<file path="config.mk">
export PLATFORM = sky130hd
export DESIGN_NAME = regfile_write_arbiter
export DESIGN_NICKNAME = d
export VERILOG_FILES = /design/src/rtl/regfile_ctrl_pkg.sv /design/src/rtl/regfile_write_arbiter_rr_arbiter.sv /design/src/rtl/regfile_write_arbiter.sv
export SDC_FILE = /design/constraint.sdc
export NUM_CORES = 1
export LEC_CHECK = 0
export CAP_MARGIN = 10
export CORE_ASPECT_RATIO = 1.2
export CORE_MARGIN = 10
export CORE_UTILIZATION = 69
export CTS_CLUSTER_DIAMETER = 150
export CTS_CLUSTER_SIZE = 20
export DETAILED_ROUTE_END_ITERATION = 12
export DONT_BUFFER_PORTS = 1
export PLACE_DENSITY_LB_ADDON = 0.3
export SYNTH_ARGS = -nofsm -noshare
export SYNTH_HDL_FRONTEND = slang
export SYNTH_SLANG_ARGS = --single-unit
export TNS_END_PERCENT = 50
</file>
<file path="constraint.sdc">
create_clock -name clk -period 5.63 [get_ports clk]
set_input_delay 1.126 -clock clk [delete_from_list [all_inputs] [get_ports clk]]
set_output_delay 1.126 -clock clk [all_outputs]
set_load 0.05 [all_outputs]
</file>
<file path="src/rtl/regfile_ctrl_pkg.sv">
// Shared types and default sizing for the register file write arbiter.
package regfile_ctrl_pkg;

  localparam int unsigned DefWidth = 32;
  localparam int unsigned DefDepth = 5;
  localparam int unsigned DefNreq  = 3;

  // Wide enough to index any supported requester count (2..4).
  localparam int unsigned IdxWidth = 2;

  typedef enum logic [0:0] {
    StIdle,
    StClear
  } state_e;

endpackage

</file>
<file path="src/rtl/regfile_write_arbiter_rr_arbiter.sv">
// Combinational round-robin select: first valid requester at or after the pointer.
module rr_arbiter
  import regfile_ctrl_pkg::*;
#(
  parameter int unsigned NREQ = DefNreq
) (
  input  logic [NREQ-1:0]     valid_i,
  input  logic [IdxWidth-1:0] ptr_i,
  output logic [NREQ-1:0]     grant_o,
  output logic [IdxWidth-1:0] idx_o,
  output logic                any_valid_o
);

  logic found;
  int   j;

  always_comb begin
    grant_o = '0;
    idx_o   = '0;
    found   = 1'b0;
    j       = 0;
    for (int k = 0; k < int'(NREQ); k++) begin
      j = (int'(ptr_i) + k) % int'(NREQ);
      if (!found && valid_i[j]) begin
        found      = 1'b1;
        grant_o[j] = 1'b1;
        idx_o      = IdxWidth'(j);
      end
    end
    any_valid_o = |valid_i;
  end

endmodule

</file>
<file path="src/rtl/regfile_write_arbiter.sv">
// Round-robin arbiter for the register file write port with a full-clear sequencer.
module regfile_write_arbiter
  import regfile_ctrl_pkg::*;
#(
  parameter int unsigned WIDTH = DefWidth,
  parameter int unsigned DEPTH = DefDepth,
  parameter int unsigned NREQ  = DefNreq
) (
  input  logic                    clk,
  input  logic                    reset,
  input  logic [NREQ-1:0]         req_valid,
  input  logic [NREQ*DEPTH-1:0]   req_addr,
  input  logic [NREQ*WIDTH-1:0]   req_data,
  output logic [NREQ-1:0]         req_ready,
  input  logic                    clr_start,
  output logic                    clr_busy,
  output logic                    clr_done,
  output logic                    WE3,
  output logic [DEPTH-1:0]        A3,
  output logic [WIDTH-1:0]        WD3
);

  localparam logic [DEPTH:0] CntOne  = {{DEPTH{1'b0}}, 1'b1};
  localparam logic [DEPTH:0] CntLast = {1'b1, {DEPTH{1'b0}}};

  state_e                state_q, state_d;
  logic [IdxWidth-1:0]   ptr_q, ptr_d;
  logic [DEPTH:0]        cnt_q, cnt_d;
  logic                  we_q, we_d;
  logic [DEPTH-1:0]      a_q, a_d;
  logic [WIDTH-1:0]      wd_q, wd_d;
  logic                  done_q, done_d;

  logic [NREQ-1:0]       grant;
  logic [IdxWidth-1:0]   gnt_idx;
  logic                  any_valid;
  logic [DEPTH-1:0]      sel_addr;
  logic [WIDTH-1:0]      sel_data;

  rr_arbiter #(
    .NREQ(NREQ)
  ) u_rr_arbiter (
    .valid_i    (req_valid),
    .ptr_i      (ptr_q),
    .grant_o    (grant),
    .idx_o      (gnt_idx),
    .any_valid_o(any_valid)
  );

  assign sel_addr = req_addr[int'(gnt_idx)*DEPTH +: DEPTH];
  assign sel_data = req_data[int'(gnt_idx)*WIDTH +: WIDTH];

  always_comb begin
    req_ready = '0;
    if (state_q == StIdle && !clr_start && !reset) begin
      req_ready = grant;
    end
  end

  always_comb begin
    state_d = state_q;
    ptr_d   = ptr_q;
    cnt_d   = cnt_q;
    we_d    = 1'b0;
    a_d     = a_q;
    wd_d    = wd_q;
    done_d  = 1'b0;
    unique case (state_q)
      StIdle: begin
        if (clr_start) begin
          state_d = StClear;
          we_d    = 1'b1;
          a_d     = '0;
          wd_d    = '0;
          cnt_d   = CntOne;
        end else if (any_valid) begin
          // r0 is hardwired zero: accept the request but suppress the write.
          we_d  = (sel_addr != '0);
          a_d   = sel_addr;
          wd_d  = sel_data;
          ptr_d = (gnt_idx == IdxWidth'(NREQ - 1)) ? '0 : gnt_idx + IdxWidth'(1);
        end
      end
      StClear: begin
        if (cnt_q == CntLast) begin
          state_d = StIdle;
          done_d  = 1'b1;
        end else begin
          we_d  = 1'b1;
          a_d   = cnt_q[DEPTH-1:0];
          wd_d  = '0;
          cnt_d = cnt_q + CntOne;
        end
      end
      default: state_d = StIdle;
    endcase
  end

  always_ff @(posedge clk or posedge reset) begin
    if (reset) begin
      state_q <= StIdle;
      ptr_q   <= '0;
      cnt_q   <= '0;
      we_q    <= 1'b0;
      a_q     <= '0;
      wd_q    <= '0;
      done_q  <= 1'b0;
    end else begin
      state_q <= state_d;
      ptr_q   <= ptr_d;
      cnt_q   <= cnt_d;
      we_q    <= we_d;
      a_q     <= a_d;
      wd_q    <= wd_d;
      done_q  <= done_d;
    end
  end

  assign clr_busy = (state_q == StClear);
  assign clr_done = done_q;
  assign WE3      = we_q;
  assign A3       = a_q;
  assign WD3      = wd_q;

endmodule

</file>
Yosys cells after proc, flatten, opt, wreduce, memory -nomap -nowiden
Cells that the tools add are included. W data, S select, Z words.

Logic and storage cells: 92. Input port bits: 117. Register bits: 48.

Divide/modulo/power cells: 3. Mux-type cells: 44. $mul: 1. Reductions and logical operators: 16. Add/sub/neg operators: 4. Order comparisons: 6. Bitwise gates (word level): 4. Shift operators: 2. Equality and inequality tests: 5.

Operator list (number): $ge A32 B1 Y1 const B (3); $lt A32 B4 Y1 const B (3); $mux W32 (3); $shiftx A96 B8 Y32 (1); $mod A32 B3 Y32 const B (2); $pmux W32 S2 (1); $mod A3 B3 Y32 const B (1); $mux W1 (17); $mux W5 (3); $shiftx A15 B6 Y5 (1); $mux W3 (4); $mux W6 (2); $pmux W6 S2 (1); $pmux W5 S2 (1); $mux W2 (4); $logic_and A1 B1 Y1 (7); $add A6 B1 Y6 const B (1); $bmux W1 S2 (3); $demux W1 S2 (3); $eq A6 B6 Y1 const B (1); $or A3 B3 Y3 (2); $mul A2 B3 Y5 const B (1); $reduce_bool A5 Y1 (1); $logic_not A1 Y1 (4); 11 further kinds (15).

Logic depth before layout (Yosys ltp)
Depth in word-level cells: 17. Mapped depth: 12. Gate-level depth less buffers: 10.

Cells and area by module
Synthesis repeated with hierarchy kept, for this count alone.

Cell total of the unflattened synthesis: 323. Area total of the unflattened synthesis: 3054.2 µm².

By module, submodules not included: regfile_write_arbiter (cells each 270, area an instance 2703.8 µm², instances 1); rr_arbiter (cells each 53, area an instance 350.3 µm², instances 1).

Least setup slack after synthesis
No wires, ideal clock.

Kind: input port to output port. From: in reset. To: out req_ready[0]. Buffers on the path: 0. Arrival time: 3.590 ns. Stages on the path: 3. Slack: 0.914 ns. Cells stage by stage: inv_1 -> nand2_1 -> a211oi_1.

Longest elaborated chain between the ends: 3.

RTL lines: from (decl) (RTL line regfile_write_arbiter.sv:10) `input logic reset,`; $logic_not A1 Y1 (no line); $logic_and A1 B1 Y1 (RTL line regfile_write_arbiter.sv:55) `if (state_q == StIdle && !clr_start && !reset) begin`; $mux W3 (RTL line regfile_write_arbiter.sv:55); to (decl) (RTL line regfile_write_arbiter.sv:14) `output logic [NREQ-1:0] req_ready,`.

Every way passes these cells.

Final worst setup path
From: reg ptr_q[1]. To: out req_ready[1].

Longest elaborated chain between the ends: 12.

RTL lines: from (decl) (RTL line regfile_write_arbiter.sv:27) `logic [IdxWidth-1:0] ptr_q, ptr_d;`; from (signal assigned) (RTL line regfile_write_arbiter.sv:110) `ptr_q <= ptr_d;`; branches (longest 10 deep; another with $mod A32 B3 Y32); $mux W3 (*) (RTL line regfile_write_arbiter_rr_arbiter.sv:24) `if (!found && valid_i[j]) begin`; $mux W3 (*) (RTL line regfile_write_arbiter.sv:55).

Every way passes the cells marked *. The select of a mux whose other input is x is not followed.

==> results_dict.tcl <==
set metrics [dict create \
    cp-start-kind "register" \
    synth-xor-area-share 0.0115 \
    synth_seq_cells 48 \
    cts-htree-levels 2 \
    grt_pass1_vias 2650 \
    outcome "complete, no violations" \
    first_iter_violations 87 \
    post_cts_buffers 0 \
    core_area_um2 4260 \
    finalCritPeriodShare 0.720 \
    yosys_warnings 0 \
    cp-end-kind "output pin" \
    cap_violations 0 \
    place_congestion 0.877 \
    synth_cell_types 43 \
    synth_area_um2 3050 \
    clk_latency_ns 0.31 \
    timing.final.crit_period_ns 4.05 \
    synth_compound_area_frac 0.265 \
    vdd_ir_drop_max_uv 312 \
    syn_to_final_growth_pct 2.50 \
    numPortBuffers 0 \
    required_ns 4.50 \
    grt_max_degree 75 \
    via_count 2453 \
    die_height_um 92.8 \
    ff2ff_setup_slack_ns 2.41 \
    dieArea_um2 7490 \
    final_cell_mix "dfrtp_1, a21oi_1, o21ai_0" \
    power_w 0.00163 \
    cp.arrival_ns 2.93 \
    hold_path.class "register to register" \
    grt_overflow 0 \
    postCtsResizedCells 0 \
    syn_inst 322 \
    die_w_um 80.7 \
    fin_ws_ns 1.58 \
    syn_nets 445 \
    cts_buffers 5 \
    nFillCells 327 \
    post-place-ws_ns 1.71 \
    rsz0062_at_grt "no" \
    drcViolationCount 0 \
    vias_per_cell 6.67 \
    cp_max_fo 7 \
    path_class "register to output pin" \
    ys_seq_area_frac 0.394 \
    synth_adder_area_share 0.0246 \
    antenna_found_initial 0 \
    synthSimpleGateAreaFrac 0.0919 \
    timing.fmax_mhz 247 \
    ios 160 \
    synth.area.mux_share 0.163 \
    drive_above_1_share 0.103 \
    worst_pin_slew_ns 1.13 \
    setup_viol 0 \
    synth_edf_count 0 \
    initial_core_util 0.716 \
    drv_slew 0 \
    finalSetupTns_ns 0 \
    hpwl_um 6700 \
    hold_viol_final 0 \
    cts.clk_slew.worst_paths_ns 0.09 \
    cts_sinks 48 \
    power_density_nw_per_um2 522 \
    cts_root_buffer "clkbuf_8" \
    grt_pass1_wl_um 13500 \
    utilization 0.734 \
    wl_per_cell_um 23.3 \
    synth_area_per_cell_um2 9.47 \
    synth_ff_type "dfrtp_1" \
    relSlewSlack 0.250 \
    cts.path.max_buffers 2 \
    fin_worst_skew_ns 0.0115 \
    hold_buffers 0 \
    ant_nets 0 \
    diodes 0 \
    fp-row-count 26 \
    final_common_cell "dfrtp_1" \
    dpl_cell_area_um2 3040 \
    firstDrtPassIters 6 \
    grtUsageTotal 0.227 \
    postLayoutCellArea_um2 3130 \
    wl_um 8590 \
    leakage_nw 1.73 \
    nNetsFinal 434 \
    cts_tree "built" \
    synth_async_sr_flop_share 1.00 \
    synth_top_family_by_area "compound AO/OA/AOI/OAI gates" \
]
-- worst max-delay path, cell delays in order (launching register included) --
cell and delay, ns:
dfrtp_1 0.40, inv_1 0.11, ha_1 0.31, mux2i_1 0.32
mux2_2 0.22, and2_4 0.15, nand2_1 0.05, a21o_1 0.19
a21oi_1 0.88
-- stage by stage --
stage	std cells	hold slack, ns
detailed placement	360	0.535
global route	368	0.588
finish	368	0.557
CTS	368	0.560
global placement	360	0.537
floorplan	322	0.504
-- layer usage --
layer	vias up	global-route usage	part of all wire
met4	0	0.0636	0.014
met1	1161	0.238	0.37
met2	129	0.395	0.51
met5	-	0	0
li1	1150	-	-
met3	13	0.105	0.11
-- state kept, by name, summed over array words and instances, names as in the netlist --
name      flops
clr_done      1
ptr_q         2
WE3           1
cnt_q         6
WD3          32
clr_busy      1
A3            5
-- logic make-up (layout without fill, tap and decap cells) --
kind of cell	Yosys count	in the layout
mux	45	45
simple gates	55	55
xor+xnor	4	4
flops	48	48
compound gates	133	133
fa+ha+maj	6	6
buf+inv	31	21
-- cell usage after synthesis (2+ instances only) --
library cell,instances,area share
dfrtp_1,48,0.39
a21o_1,35,0.086
nand3_1,2,0.0033
a222oi_1,2,0.0066
xor2_1,4,0.011
a21oi_1,43,0.071
nand2b_1,2,0.0041
a211oi_1,3,0.0074
nor3_1,2,0.0033
and3b_1,2,0.0057
or3_1,2,0.0041
and2_1,2,0.0041
nor2_1,16,0.020
inv_1,8,0.0098
ha_1,6,0.025
nand4_1,3,0.0062
clkbuf_1,15,0.018
mux2i_1,35,0.11
mux2i_4,2,0.015
a221oi_1,2,0.0057
buf_6,5,0.018
mux2_4,3,0.015
nand2_1,13,0.016
mux2_2,5,0.018
o21ai_0,39,0.064
nor2b_1,6,0.012
-- area by class of cell --
cell class,instances,area [µm²],share of cell area
clock buffer,5,68.8,0.0220
timing repair buffer,4,30.0,0.00960
multi-input combinational,243,1700,0.545
clock inverter,3,18.8,0.00600
tap,56,70.1,0.0224
inverter,9,33.8,0.0108
sequential,48,1200,0.384
-- power by group --
group,internal [W],switching [W]
clock network,0.0000867,0.000117
registers,0.000403,0.000173
logic,0.000370,0.000484
-- final timing paths --
kind                       cells after the start                    to                  from
max                                            8          req_ready[1]  ptr_q[1]$_DFFE_PP0P_
min                                            2  cnt_q[5]$_DFFE_PP0P_  cnt_q[5]$_DFFE_PP0P_
max reg2reg                                   10         WE3$_DFF_PP0_  ptr_q[0]$_DFFE_PP0P_
min reg2reg                                    2  cnt_q[5]$_DFFE_PP0P_  cnt_q[5]$_DFFE_PP0P_
max in group asynchronous                      2    WD3[4]$_DFFE_PP0P_                 reset
min in group asynchronous                      2  cnt_q[5]$_DFFE_PP0P_                 reset
Note: power is estimated with default switching activity, not from simulation.
